==> src/rtl/dm_arbiter.sv <==
// Shared data-memory arbiter: host has priority, cores are served round-robin
// while the system is in run phase. One DRAM access is in flight at a time.
module dm_arbiter #(
    parameter int NUM_CORES = 2,
    parameter int DATA_W    = 16,
    parameter int ADDR_W    = 16
) (
    input  logic                          clk,
    input  logic                          rst_n,
    input  logic [1:0]                    status,
    input  logic                          com_req,
    input  logic                          com_wr_en,
    input  logic [ADDR_W-1:0]             com_addr,
    input  logic [DATA_W-1:0]             com_data_in,
    output logic                          com_gnt,
    output logic                          com_rvalid,
    output logic [DATA_W-1:0]             com_data_out,
    input  logic [NUM_CORES-1:0]          core_req,
    input  logic [NUM_CORES-1:0]          core_wr_en,
    input  logic [NUM_CORES*ADDR_W-1:0]   core_addr,
    input  logic [NUM_CORES*DATA_W-1:0]   core_wdata,
    output logic [NUM_CORES-1:0]          core_gnt,
    output logic [NUM_CORES-1:0]          core_rvalid,
    output logic [DATA_W-1:0]             core_rdata,
    output logic [ADDR_W-1:0]             DM_addr,
    output logic [DATA_W-1:0]             DM_data_in,
    output logic                          DM_write_en,
    input  logic [DATA_W-1:0]             DM_out,
    output logic                          busy
);
    localparam int ID_W = $clog2(NUM_CORES);

    typedef enum logic [1:0] {
        IDLE    = 2'd0,
        ACCESS  = 2'd1,
        CAPTURE = 2'd2
    } state_t;

    state_t                           state;
    logic [ID_W-1:0]                  rr_ptr;
    logic [ID_W-1:0]                  lat_id;
    logic                             lat_host;
    logic                             lat_wr;

    logic [NUM_CORES-1:0][ADDR_W-1:0] c_addr;
    logic [NUM_CORES-1:0][DATA_W-1:0] c_wdata;

    logic                             core_hit;
    logic [ID_W-1:0]                  core_win;
    logic [ID_W-1:0]                  cand;
    logic                             core_ok;

    assign c_addr  = core_addr;
    assign c_wdata = core_wdata;
    assign busy    = (state != IDLE);

    // Round-robin search: first requesting core after the last one served.
    always_comb begin
        core_hit = 1'b0;
        core_win = '0;
        cand     = '0;
        for (int k = 1; k <= NUM_CORES; k++) begin
            cand = ID_W'((int'(rr_ptr) + k) % NUM_CORES);
            if (!core_hit && core_req[cand]) begin
                core_hit = 1'b1;
                core_win = cand;
            end
        end
    end

    assign core_ok = (status == 2'b01) && core_hit;

    always_ff @(posedge clk) begin
        if (!rst_n) begin
            state        <= IDLE;
            rr_ptr       <= ID_W'(NUM_CORES - 1);
            lat_id       <= '0;
            lat_host     <= 1'b0;
            lat_wr       <= 1'b0;
            com_gnt      <= 1'b0;
            com_rvalid   <= 1'b0;
            com_data_out <= '0;
            core_gnt     <= '0;
            core_rvalid  <= '0;
            core_rdata   <= '0;
            DM_addr      <= '0;
            DM_data_in   <= '0;
            DM_write_en  <= 1'b0;
        end else begin
            com_gnt     <= 1'b0;
            core_gnt    <= '0;
            com_rvalid  <= 1'b0;
            core_rvalid <= '0;
            DM_write_en <= 1'b0;
            case (state)
                IDLE: begin
                    // DRAM drive is registered here so it is on the pins during ACCESS.
                    if (com_req) begin
                        lat_host    <= 1'b1;
                        lat_wr      <= com_wr_en;
                        DM_addr     <= com_addr;
                        DM_data_in  <= com_data_in;
                        DM_write_en <= com_wr_en;
                        com_gnt     <= 1'b1;
                        state       <= ACCESS;
                    end else if (core_ok) begin
                        lat_host           <= 1'b0;
                        lat_id             <= core_win;
                        lat_wr             <= core_wr_en[core_win];
                        DM_addr            <= c_addr[core_win];
                        DM_data_in         <= c_wdata[core_win];
                        DM_write_en        <= core_wr_en[core_win];
                        core_gnt[core_win] <= 1'b1;
                        state              <= ACCESS;
                    end
                end
                ACCESS: begin
                    if (!lat_host)
                        rr_ptr <= lat_id;
                    state <= lat_wr ? IDLE : CAPTURE;
                end
                CAPTURE: begin
                    if (lat_host) begin
                        com_data_out <= DM_out;
                        com_rvalid   <= 1'b1;
                    end else begin
                        core_rdata          <= DM_out;
                        core_rvalid[lat_id] <= 1'b1;
                    end
                    state <= IDLE;
                end
                default: state <= IDLE;
            endcase
        end
    end
endmodule

==> config.mk <==
export PLATFORM = sky130hd
export DESIGN_NAME = dm_arbiter
export DESIGN_NICKNAME = d
export VERILOG_FILES = /design/src/rtl/dm_arbiter.sv
export SDC_FILE = /design/constraint.sdc
export NUM_CORES = 1
export LEC_CHECK = 0
export ABC_AREA = 1
export CAP_MARGIN = 30
export CORE_MARGIN = 4
export CORE_UTILIZATION = 44
export CTS_BUF_LIST = sky130_fd_sc_hd__clkbuf_8
export CTS_CLUSTER_SIZE = 12
export DETAILED_ROUTE_END_ITERATION = 10
export PLACE_DENSITY = 0.88
export SETUP_SLACK_MARGIN = 0.2
export SLEW_MARGIN = 20
export SYNTH_ARGS = -nofsm -noshare
export SYNTH_HDL_FRONTEND = slang
export SYNTH_SLANG_ARGS = --single-unit
==> constraint.sdc <==
create_clock -name clk -period 2.6 [get_ports clk]
set_input_delay 0.78 -clock clk [delete_from_list [all_inputs] [get_ports clk]]
set_output_delay 0.78 -clock clk [all_outputs]
set_load 0.02 [all_outputs]
======== After elaboration in Yosys (flattened, before gate mapping) ========
Cells that the tools add are included.
word-level totals
  bits in registers ....................... 77
  input bits .............................. 122
  output and inout port bits .............. 72
  logic and storage cells ................. 83
cells by class
  $add $sub $neg .......................... 2
  $lt $le $gt $ge ......................... 6
  equal/unequal tests ..................... 4
  mux-type cells .......................... 34
  bitwise logic cells ..................... 6
  reductions and logical operators ........ 17
operators with widths
  cell                                                                          count
  16-bit 2-to-1 mux                                                             8
  1-bit 2-to-1 mux                                                              20
  2-bit AND reduction                                                           6
  1-bit by 2-bit less-than comparator with 1-bit output, second input constant  4
  2-bit 2-to-1 mux                                                              3
  1-bit inverter                                                                6
  2-bit by 1-bit == test with 1-bit output, second input constant               2
  1-bit logical AND                                                             4
  2-bit one-hot mux with 2 select lines                                         1
  2-bit nonzero test                                                            2
  4-bit OR reduction                                                            1
  3-bit != test, second input constant                                          1
  3-bit AND reduction                                                           1
  3-bit OR reduction                                                            1
  1-bit adder, second input constant                                            2
  1-bit demux with 1-bit select                                                 2
  2-bit == test, second input constant                                          1
  1-bit >= comparator, second input constant                                    2
  2-bit zero test                                                               1
  1-bit zero test                                                               1

======== Logic depth before layout (Yosys ltp) ========
Gate-level depths: netlist of the first run.
  word-level depth ........................ 11
  depth in mapped cells ................... 8
  depth with buffers taken out ............ 7

======== Least setup slack after synthesis of the first run ========
OpenSTA, ideal clock, no wires.
  path kind ............................... input to register
  start ................................... in com_req
  end ..................................... reg DM_addr[10]
  setup time .............................. 0.118 ns
  arrival ................................. 1.518 ns
  required time ........................... 2.482 ns
  slack ................................... 0.964 ns
  stages .................................. 6
  path buffers ............................ 2
  cell sequence ........................... buf_4 > inv_2 > clkbuf_1 > or2_2 > nand3_1 > o21ai_1
between the ends
  cells in the longest elaborated chain, start to end .. 2
  elaborated cells between the ends (all ways) .. 3
  classes of those cells .................. mux (1); reduce/logical (2)
RTL lines
  element                        line  RTL
  from (decl)                    11    input logic com_req,
  2-bit nonzero test (no line)   --
  2-bit AND reduction (no line)  --
  to (signal assigned)           101   DM_addr <= com_addr;
  to (signal assigned)           110   DM_addr <= c_addr[core_win];
  to (decl)                      25    output logic [ADDR_W-1:0] DM_addr,
Several ways; a longest one is shown, not always the timed one.
A chain may end at the register's enable or synchronous reset.

======== Worst setup path in the final report of the first run ========
  start ................................... reg state[0]
  end ..................................... out busy
between the ends
  cells in the longest elaborated chain, start to end .. 1
RTL lines
  element                 line  RTL
  from (decl)             39    state_t state;
  from (signal assigned)  120   state <= lat_wr ? IDLE : CAPTURE;
  2-bit nonzero test      55    assign busy = (state != IDLE);
  to (decl)               29    output logic busy
No other way between the ends.

==> run summary, run 1 <==
Outcome -> complete, no violations
Hold Fails Final Rpt -> 0
WS Path Type -> flop to output pin
HP Class -> flop to flop
Sequential element share of the synthesized area -> 41.69%
Post-Synthesis Cells -> 531
DP HPWL -> 9.180 mm
Combinational cell fraction of total power -> 26.2%
Clock power frac -> 30.3%
CP Capture Type -> output pin
Die X-Extent -> 99.67 um
Die H -> 99.67 um
Sw Share -> 28.46%
# hold bufs at CTS -> 0
Total GRT Usage -> 23.72%
WL met3 -> 1.385 mm
Period utilization -> 87.38%
Fin area -> 5878 um^2
Worst-path fanout max -> 4
Initial drt markers -> 172
M1 wire length -> 4.716 mm
Max Fclk -> 0.4401 GHz
WHS -> 433.1 ps
Layout cells sized above 1 -> 9.591%
Dpl cells -> 798
Residual DRC -> 0
Die area -> 9933 um^2
Post-synth ARST share -> 0%
Yosys reg bits -> 77
RSZ-0062 raised after global routing -> no
Sequential share of power -> 43.5%
Pre-CTS WS -> 164.0 ps
# rows -> 33
Avg Inst Size Synth -> 6.963 um^2
# Max-Cap Violations -> 0
Power Dens Cells -> 509.8 nW/um^2
Tightest Pin Transition -> 582.3 ps
Main synth FF type -> dfxtp_1
Crit path cell chain -> nor2_4, inv_1, clkdlybuf4s50_1
Area after DPL -> 5665 um^2
DRT Wirelength -> 12.07 mm
Pint -> 2.144 mW
Final setup viols -> 0
Routed len/inst -> 14.83 um
Largest net degree at the start of global routing -> 36
Worst Setup SP -> state[0]$_SDFFE_PN0P_
WL met2 -> 5.740 mm
CP Launch Type -> flop
Deepest clock path buffer count -> 2
Root buf cell -> clkbuf_8
Initial Util -> 45.22%
Worst skew pair latency -> 340 ps
Switch Pwr -> 0.8527 mW
Core area -> 8175 um^2
Max stage delay on crit path -> 600 ps
Vias per inst -> 5.171
Vias in the first global route -> 4030
Global-route wire length before repair -> 19.15 mm
Antenna diodes -> 0
Via count -> 4209
Fillers -> 630
Worst flop-to-flop path startpoint -> state[0]$_SDFFE_PN0P_
Post-Layout Cell Count -> 814
CP required -> 1820 ps
Hold Crit Start -> lat_wr$_SDFFE_PN0P_
Relative max-transition margin -> 61.13%
ANT nets after route -> 0
Fin. max-slew vios -> 0
Netlist cell types -> 21
Clock sink total -> 77
LEAKAGE -> 2.347 nW
Nets@finish -> 827
# IOs -> 194
DR top layer -> met4
Register area -> 1543 um^2
CTS tree -> built
Number of synthesized flops with an enable pin -> 0
H-tree Lvls -> 3
I/O Buffers -> 193
Clock Skews -> 7.661 ps
Pre-Repair DR Iteration Count -> 5
GP Congestion -> 0.8653
Total Negative Setup Slacks -> 0 ps
Area growth from synthesis to layout -> 58.98%
Multi-input logic area -> 1772 um^2
Synth Cell Area -> 3697 um^2
Cts bufs inserted -> 9
Fin crit period -> 2272 ps
Initial antenna violation count -> 0
Final worst slack -> 328.0 ps
Syn nets -> 653
WP data arrival -> 1490 ps
Reg clk slew, reported paths -> 80 ps
Synth warn -> 0
Max VDD drop -> 0.0002418 V
GRT overflow -> 0
Worst path slowest cell -> clkdlybuf4s50_1
-- sequential cells by signal (all words and copies together) (netlist names) --
register / flops
state: 2
core_rdata: 16
core_gnt: 2
core_rvalid: 2
com_data_out: 16
DM_data_in: 16
com_gnt: 1
lat_id: 1
lat_host: 1
DM_addr: 16
DM_write_en: 1
com_rvalid: 1
rr_ptr: 1
lat_wr: 1
-- synthesized netlist by cell type (4+ instances only) --
master	n	area (um^2)
a21oi_1	34	170.2
nand2_1	78	292.8
nand4_1	32	200.2
buf_2	23	115.1
inv_1	47	176.4
nand3_1	71	355.3
nor2_1	42	157.7
o21ai_1	32	160.2
clkbuf_1	16	60.06
or2_2	30	187.7
buf_4	4	30.03
o21ai_0	31	155.2
dfxtp_1	77	1541
-- final cells by class --
cell class              instances  area share [%]
clock buffers                  11           2.576
well taps                     105           2.235
inverters                      49           3.129
flip-flops and latches         77           26.25
multi-input cells             362           30.14
clock inverters                 4          0.8089
repair buffers                206           34.87
-- logic make-up after synthesis --
family                 synth area share (%)
AND/OR/NAND/NOR                       34.65
AO/OA/AOI/OAI                         13.13
flip-flops                            41.69
buffers and inverters                 10.52
-- metrics by stage --
step           total power [mW]  util (%)
2_1_floorplan             1.698         -
3_3_place_gp              2.095     69.30
3_5_place_dp              2.110     69.30
4_1_cts                   3.008     71.73
5_1_grt                   3.134     71.90
6_report                  2.997     71.90
-- what timing repair did --
action                                  in CTS  in global routing
resized for setup                            0                  1
buffers inserted                             0                  1
endpoints found under the setup margin       0                  1
-- worst paths after layout --
path | to | slack (ps) | depth (start not counted)
setup / recovery | busy | 330 | 3
hold / removal | state[1]$_SDFFE_PN0P_ | 430 | 1
setup reg to reg | core_rdata[5]$_SDFFE_PN0P_ | 1080 | 4
hold reg to reg | state[1]$_SDFFE_PN0P_ | 430 | 1
-- routing by layer --
| layer | vias to the layer above | track usage (%) |
|---|---|---|
| met1 | 1879 | 28.02 |
| met2 | 217 | 40.17 |
| met5 | - | 0 |
| li1 | 2095 | - |
| met4 | 0 | 7.143 |
| met3 | 18 | 8.555 |
-- layout by cell type (no fill, tap or decap), drive strengths merged --
cell type	n
a21oi	34
nand3	73
clkinvlp	1
dfxtp	77
nor2	43
bufinv	1
nand2	81
or2	32
buf	14
inv	48
nor3	2
clkbuf	11
nand4	32
clkinv	3
nand3b	2
o21ai	63
clkdlybuf4s50	192
-- worst max-delay path, delay by kind of cell, from the launching register on --
| family | cells | cell delay [ps] |
|---|---|---|
| simple gates | 1 | 60 |
| flops | 1 | 420 |
| buf+inv | 2 | 670 |
-- power groups by stage --
stage / Clock [mW] / Combinational, mW / Sequential [mW]
5_1_grt: 0.970 / 0.854 / 1.31
2_1_floorplan: 0 / 0.291 / 1.41
4_1_cts: 0.922 / 0.785 / 1.30
3_5_place_dp: 0 / 0.782 / 1.33
6_report: 0.907 / 0.787 / 1.30
3_3_place_gp: 0 / 0.770 / 1.33
No activity file was read; power rests on OpenSTA's default activity.
==> inputs of run 2 (changes only) <==
--- a/config.mk
+++ b/config.mk
@@ -8,11 +8,11 @@
 export ABC_AREA = 1
 export CAP_MARGIN = 30
 export CORE_MARGIN = 4
-export CORE_UTILIZATION = 44
+export CORE_UTILIZATION = 41
 export CTS_BUF_LIST = sky130_fd_sc_hd__clkbuf_8
-export CTS_CLUSTER_SIZE = 12
+export CTS_CLUSTER_SIZE = 30
 export DETAILED_ROUTE_END_ITERATION = 10
-export PLACE_DENSITY = 0.88
+export PLACE_DENSITY = 0.83
 export SETUP_SLACK_MARGIN = 0.2
 export SLEW_MARGIN = 20
 export SYNTH_ARGS = -nofsm -noshare
==> constraint.sdc (replaced) <==
create_clock -name clk -period 2.3 [get_ports clk]
set_input_delay 0.69 -clock clk [delete_from_list [all_inputs] [get_ports clk]]
set_output_delay 0.69 -clock clk [all_outputs]
set_load 0.02 [all_outputs]
==> run 2 against run 1 <==
Die area grew 6.7%. Final area up 0.94%. Flip-flop and latch count is the same. Global-route usage fell by 1.2 points. Worst setup slack lost 60 ps. First-iteration DRC count down 38%. Critical path depth is 2 lower. Critical endpoint is now DM_data_in[2]. Largest power group unchanged. Highest routed layer unchanged.
==> run summary, run 2 (synthesis gave the netlist of run 1 again) <==
WS Path Type -> flop to output pin
Fin crit period -> 2032 ps
Most common cell after layout, fill and taps aside -> clkdlybuf4s50_1
Max Fclk -> 0.4920 GHz
Residual DRC -> 0 (unchanged)
Pre-Repair DR Iteration Count -> 5 (unchanged)
WHS -> 426.9 ps (-6.204 ps)
CTS tree -> built
# IOs -> 194 (unchanged)
Multi-input logic area -> 1767 um^2 (-0.28%)
Worst skew pair latency -> 350 ps (about the same)
Initial antenna violation count -> 0 (unchanged)
HP Class -> flop to flop
Worst-path fanout max -> 2 (-2)
CP required -> 1610 ps (-210 ps)
DRT Wirelength -> 12.19 mm (+0.99%)
# Max-Cap Violations -> 0 (unchanged)
Vias in the first global route -> 4072 (+1.0%)
Period utilization -> 88.37%
DP HPWL -> 9.319 mm (+1.5%)
Initial drt markers -> 107 (-38%)
H-tree Lvls -> 3 (unchanged)
LEAKAGE -> 2.378 nW (+1.3%)
Worst path bufs/invs -> 1 (-1)
Tightest Pin Transition -> 640.5 ps (+58.22 ps)
Die H -> 103.0 um (+3.3%)
Worst flop-to-flop path startpoint -> state[0]$_SDFFE_PN0P_
Area growth from synthesis to layout -> 60.47%
Crit path cell chain -> clkdlybuf4s50_1
CP top delay family -> buffers and inverters
Total GRT Usage -> 22.53% (-1.2 points)
Final setup viols -> 0 (unchanged)
ANT nets after route -> 0 (unchanged)
Global-route wire length before repair -> 19.01 mm (-0.72%)
Fillers -> 725 (+15%)
Max stage delay on crit path -> 630 ps (+30 ps)
Most frequent cells in the layout -> clkdlybuf4s50_1 (191), nand2_1 (78), dfxtp_1 (76), nand3_1 (71), inv_1 (47)
# hold bufs at CTS -> 0 (unchanged)
WP data arrival -> 1340 ps (-150 ps)
Clock Skews -> 7.704 ps (+0.04324 ps)
Antenna diodes -> 0 (unchanged)
Layout cells sized above 1 -> 9.958% (+0.37 points)
Hold Crit Start -> lat_wr$_SDFFE_PN0P_
Via count -> 4189 (-0.48%)
# rows -> 34 (+3.0%)
Register area -> 1543 um^2 (unchanged)
GRT overflow -> 0 (unchanged)
Routed len/inst -> 14.85 um (+0.13%)
Die X-Extent -> 103.0 um (+3.3%)
Deepest clock path buffer count -> 2 (unchanged)
Largest net degree at the start of global routing -> 71 (+97%)
Worst Setup SP -> DM_data_in[2]$_SDFFE_PN0P_
Area after DPL -> 5724 um^2 (+1.0%)
Max VDD drop -> 0.0002747 V (+14%)
Power Dens Cells -> 577.4 nW/um^2 (+13%)
Die area -> 10600 um^2 (+6.7%)
Relative max-transition margin -> 57.30% (-3.8 points)
CP Capture Type -> output pin
Core area -> 8763 um^2 (+7.2%)
Clock sink total -> 77 (unchanged)
Reg clk slew, reported paths -> 80 ps (about the same)
Nets@finish -> 830 (+0.36%)
Total Negative Setup Slacks -> 0 ps (unchanged)
Vias per inst -> 5.102 (-1.3%)
Root buf cell -> clkbuf_8
Initial Util -> 42.19% (-3.0 points)
I/O Buffers -> 193 (unchanged)
CP Launch Type -> flop
Hold Fails Final Rpt -> 0 (unchanged)
Outcome -> complete, no violations
Worst path slowest cell -> clkdlybuf4s50_1
Cts bufs inserted -> 9 (unchanged)
RSZ-0062 raised after global routing -> no
Fin. max-slew vios -> 0 (unchanged)
GP Congestion -> 0.8913 (+3.0%)
Fin area -> 5933 um^2 (+0.94%)
==> run 2: cell type report <==
class                   instances  share of cell area (%)
clock buffers                  11                   2.552
clock inverters                 5                  0.9701
inverters                      49                   3.100
multi-input cells             362                   29.78
flip-flops and latches         77                   26.00
well taps                     108                   2.278
repair buffers                209                   35.32
==> run 2: through the flow <==
| step | utilization, % | cells | power [mW] | worst slack (ps) |
|---|---|---|---|---|
| finish | 67.70 | 821 | 3.426 | 267.6 |
| detailed placement | 65.32 | 805 | 2.401 | 110.6 |
| CTS | 67.70 | 821 | 3.457 | 243.3 |
| floorplan | - | 531 | 1.919 | 754.0 |
| global placement | 65.32 | 805 | 2.384 | 156.9 |
| global route | 67.70 | 821 | 3.598 | 215.6 |
==> run 2: final timing paths <==
check                                end  slack, ps  depth (start not counted)
max                        DM_data_in[2]        270                          1
min                state[1]$_SDFFE_PN0P_        430                          1
max reg2reg  core_rdata[14]$_SDFFE_PN0P_        760                          4
min reg2reg        state[1]$_SDFFE_PN0P_        430                          1
==> run 2: worst register-to-register path: cells and delay by family, from the launching register on <==
kind,cells,cell delay (ps)
compound gates,2,490
buf+inv,1,100
flops,1,360
simple gates,1,460
==> run 2: power by group <==
part	leakage (nW)	internal (mW)	switching (mW)	total, mW
logic	1.64	0.460	0.435	0.895
clock network	0.110	0.563	0.497	1.06
registers	0.630	1.42	0.0513	1.47
total	2.38	2.44	0.983	3.43
==> run 2: metal layers <==
layer / up-vias / GRT usage [%] / share of wire [%]
met5: - / 0 / 0
met4: 0 / 9.761 / 3.0
met3: 30 / 7.037 / 12
met2: 196 / 37.54 / 47
met1: 1860 / 26.65 / 38
li1: 2103 / - / -
==> run 2: repair_timing <==
action | in CTS | in global routing
setup buffers | 0 | 0
setup endpoints to repair | 1 | 0
gates resized for setup | 2 | 0
==> inputs of run 3 (changes only) <==
--- a/config.mk
+++ b/config.mk
@@ -7,14 +7,12 @@
 export LEC_CHECK = 0
 export ABC_AREA = 1
 export CAP_MARGIN = 30
-export CORE_MARGIN = 4
 export CORE_UTILIZATION = 41
 export CTS_BUF_LIST = sky130_fd_sc_hd__clkbuf_8
 export CTS_CLUSTER_SIZE = 30
 export DETAILED_ROUTE_END_ITERATION = 10
 export PLACE_DENSITY = 0.83
 export SETUP_SLACK_MARGIN = 0.2
-export SLEW_MARGIN = 20
 export SYNTH_ARGS = -nofsm -noshare
 export SYNTH_HDL_FRONTEND = slang
 export SYNTH_SLANG_ARGS = --single-unit
==> run 3 against run 2 <==
Non-clock buffer count grew 1. Largest power group unchanged. Flip-flop and latch count is the same. Register-to-register slack is essentially flat. Hold slack is essentially flat. Global-route usage grew 2.5 points. Final area grew 0.19%. Clock skew shrank 1.8 ps. Critical path depth is the same. Power grew 4.4%. Clock power grew 14%. Final cell count grew 0.12%.
==> run summary, run 3 (synthesis gave the netlist of run 1 again) <==
Clock Skews -> 5.936 ps (-1.769 ps)
Layout cells sized above 1 -> 9.804% (-0.15 points)
# hold bufs at CTS -> 0 (unchanged)
Vias in the first global route -> 4143 (+1.7%)
CP required -> 1610 ps (about the same)
Fillers -> 700 (-3.4%)
CTS tree -> built
Deepest clock path buffer count -> 2 (unchanged)
Initial Util -> 42.40% (+0.21 points)
WP data arrival -> 1330 ps (about the same)
Largest net degree at the start of global routing -> 40 (-44%)
Via count -> 4269 (+1.9%)
Max VDD drop -> 0.0003526 V (+28%)
Routed len/inst -> 14.47 um (-2.6%)
Total power draw -> 3.576 mW (+4.4%)
Power Dens Cells -> 601.6 nW/um^2 (+4.2%)
Initial drt markers -> 136 (+27%)
CP Capture Type -> output pin
Multi-input logic area -> 1767 um^2 (unchanged)
# rows -> 34 (unchanged)
CP Launch Type -> flop
Period utilization -> 87.85% (-0.52 points)
Tightest Pin Transition -> 588.9 ps (-51.65 ps)
Residual DRC -> 0 (unchanged)
Global-route wire length before repair -> 19.01 mm (unchanged)
Antenna diodes -> 0 (unchanged)
WS Path Type -> flop to output pin
Register area -> 1541 um^2 (about the same)
RSZ-0062 raised after global routing -> no
Total GRT Usage -> 25.00% (+2.5 points)
# IOs -> 194 (unchanged)
Relative max-transition margin -> 60.70% (+3.4 points)
Total Negative Setup Slacks -> 0 ps (unchanged)
Max Fclk -> 0.4949 GHz (+0.59%)
GP Congestion -> 0.8590 (-3.6%)
Outcome -> complete, no violations
Fin crit period -> 2021 ps (-11.85 ps)
Nets@finish -> 831 (+0.12%)
Worst path bufs/invs -> 1 (unchanged)
Vias per inst -> 5.193 (+1.8%)
Die area -> 9401 um^2 (-11%)
Reg clk slew, reported paths -> 80 ps (about the same)
Area growth from synthesis to layout -> 60.78%
Die X-Extent -> 96.96 um (-5.8%)
H-tree Lvls -> 3 (unchanged)
Core area -> 8721 um^2 (-0.49%)
CP top delay family -> buffers and inverters
Final setup viols -> 0 (unchanged)
LEAKAGE -> 2.386 nW (+0.31%)
DRT Wirelength -> 11.89 mm (-2.5%)
Clock sink total -> 77 (unchanged)
DP HPWL -> 8.941 mm (-4.1%)
# Max-Cap Violations -> 0 (unchanged)
Worst skew pair latency -> 330 ps (-20 ps)
Worst path slowest cell -> clkdlybuf4s50_1
Hold Fails Final Rpt -> 0 (unchanged)
Die H -> 96.96 um (-5.8%)
Initial antenna violation count -> 0 (unchanged)
WHS -> 427.4 ps (+0.4300 ps)
HP Class -> flop to flop
Most frequent cells in the layout -> clkdlybuf4s50_1 (191), nand2_1 (78), dfxtp_1 (77), nand3_1 (71), inv_1 (48)
Worst R2R Setup Slack -> 750 ps (about the same)
Crit path cell chain -> clkdlybuf4s50_1
I/O Buffers -> 193 (unchanged)
Most common cell after layout, fill and taps aside -> clkdlybuf4s50_1
ANT nets after route -> 0 (unchanged)
Max stage delay on crit path -> 620 ps (about the same)
Final worst slack -> 279.4 ps (+11.85 ps)
Worst-path fanout max -> 2 (unchanged)
Root buf cell -> clkbuf_8
Pre-Repair DR Iteration Count -> 5 (unchanged)
Cts bufs inserted -> 9 (unchanged)
Pre-CTS WS -> 126.3 ps (+15.70 ps)
GRT overflow -> 0 (unchanged)
Fin. max-slew vios -> 0 (unchanged)
-- run 3: cell count changes in the layout (fill, tap and decap cells not counted), moves of 2 or more --
cell / change
buf_12: -2
bufinv_16: +2
buf_4: +3
clkbuf_8: -2
-- run 3: final cells by class --
type	count	area share, %
Clock buffer	9	2.084
Clock inverter	7	1.936
Inverter	49	3.094
Multi-Input combinational cell	362	29.72
Sequential cell	77	25.93
Tap cell	108	2.273
Timing Repair Buffer	210	34.96
-- run 3: routing by layer --
| layer | global-route usage [%] | part of all wire (%) |
|---|---|---|
| met1 | 28.34 | 40 |
| met2 | 43.82 | 47 |
| met3 | 7.948 | 9.7 |
| met4 | 8.955 | 2.5 |
| met5 | 0 | 0 |
-- run 3: worst register-to-register path, cell delays in order (launching register included) --
cell	delay (ps)
dfxtp_1	440
nand3_2	500
o21ai_0	420
a21oi_1	70
-- run 3: path summary, 6_finish.rpt --
check | startpoint | to | cells after the start
max | DM_data_in[8]$_SDFFE_PN0P_ | DM_data_in[8] | 1
min | lat_wr$_SDFFE_PN0P_ | state[1]$_SDFFE_PN0P_ | 1
max reg2reg | state[1]$_SDFFE_PN0P_ | core_rdata[5]$_SDFFE_PN0P_ | 3
min reg2reg | lat_wr$_SDFFE_PN0P_ | state[1]$_SDFFE_PN0P_ | 1
-- run 3: power by group --
group | internal, mW | total (mW) | switching [mW]
clock | 0.717 | 1.21 | 0.492
sequential | 1.42 | 1.47 | 0.0518
combinational | 0.455 | 0.895 | 0.440
-- run 3: through the flow --
stage	instance area [um^2]	util (%)	std cells
finish	5944	68.16	822
global route	5944	68.16	822
CTS	5944	68.16	822
detailed placement	5699	65.35	805
global placement	5699	65.35	805
floorplan	3697	-	531
-- run 3: repair_timing --
action	CTS	global route
buffers inserted	1	0
gates resized for setup	1	0
setup endpoints to repair	1	0
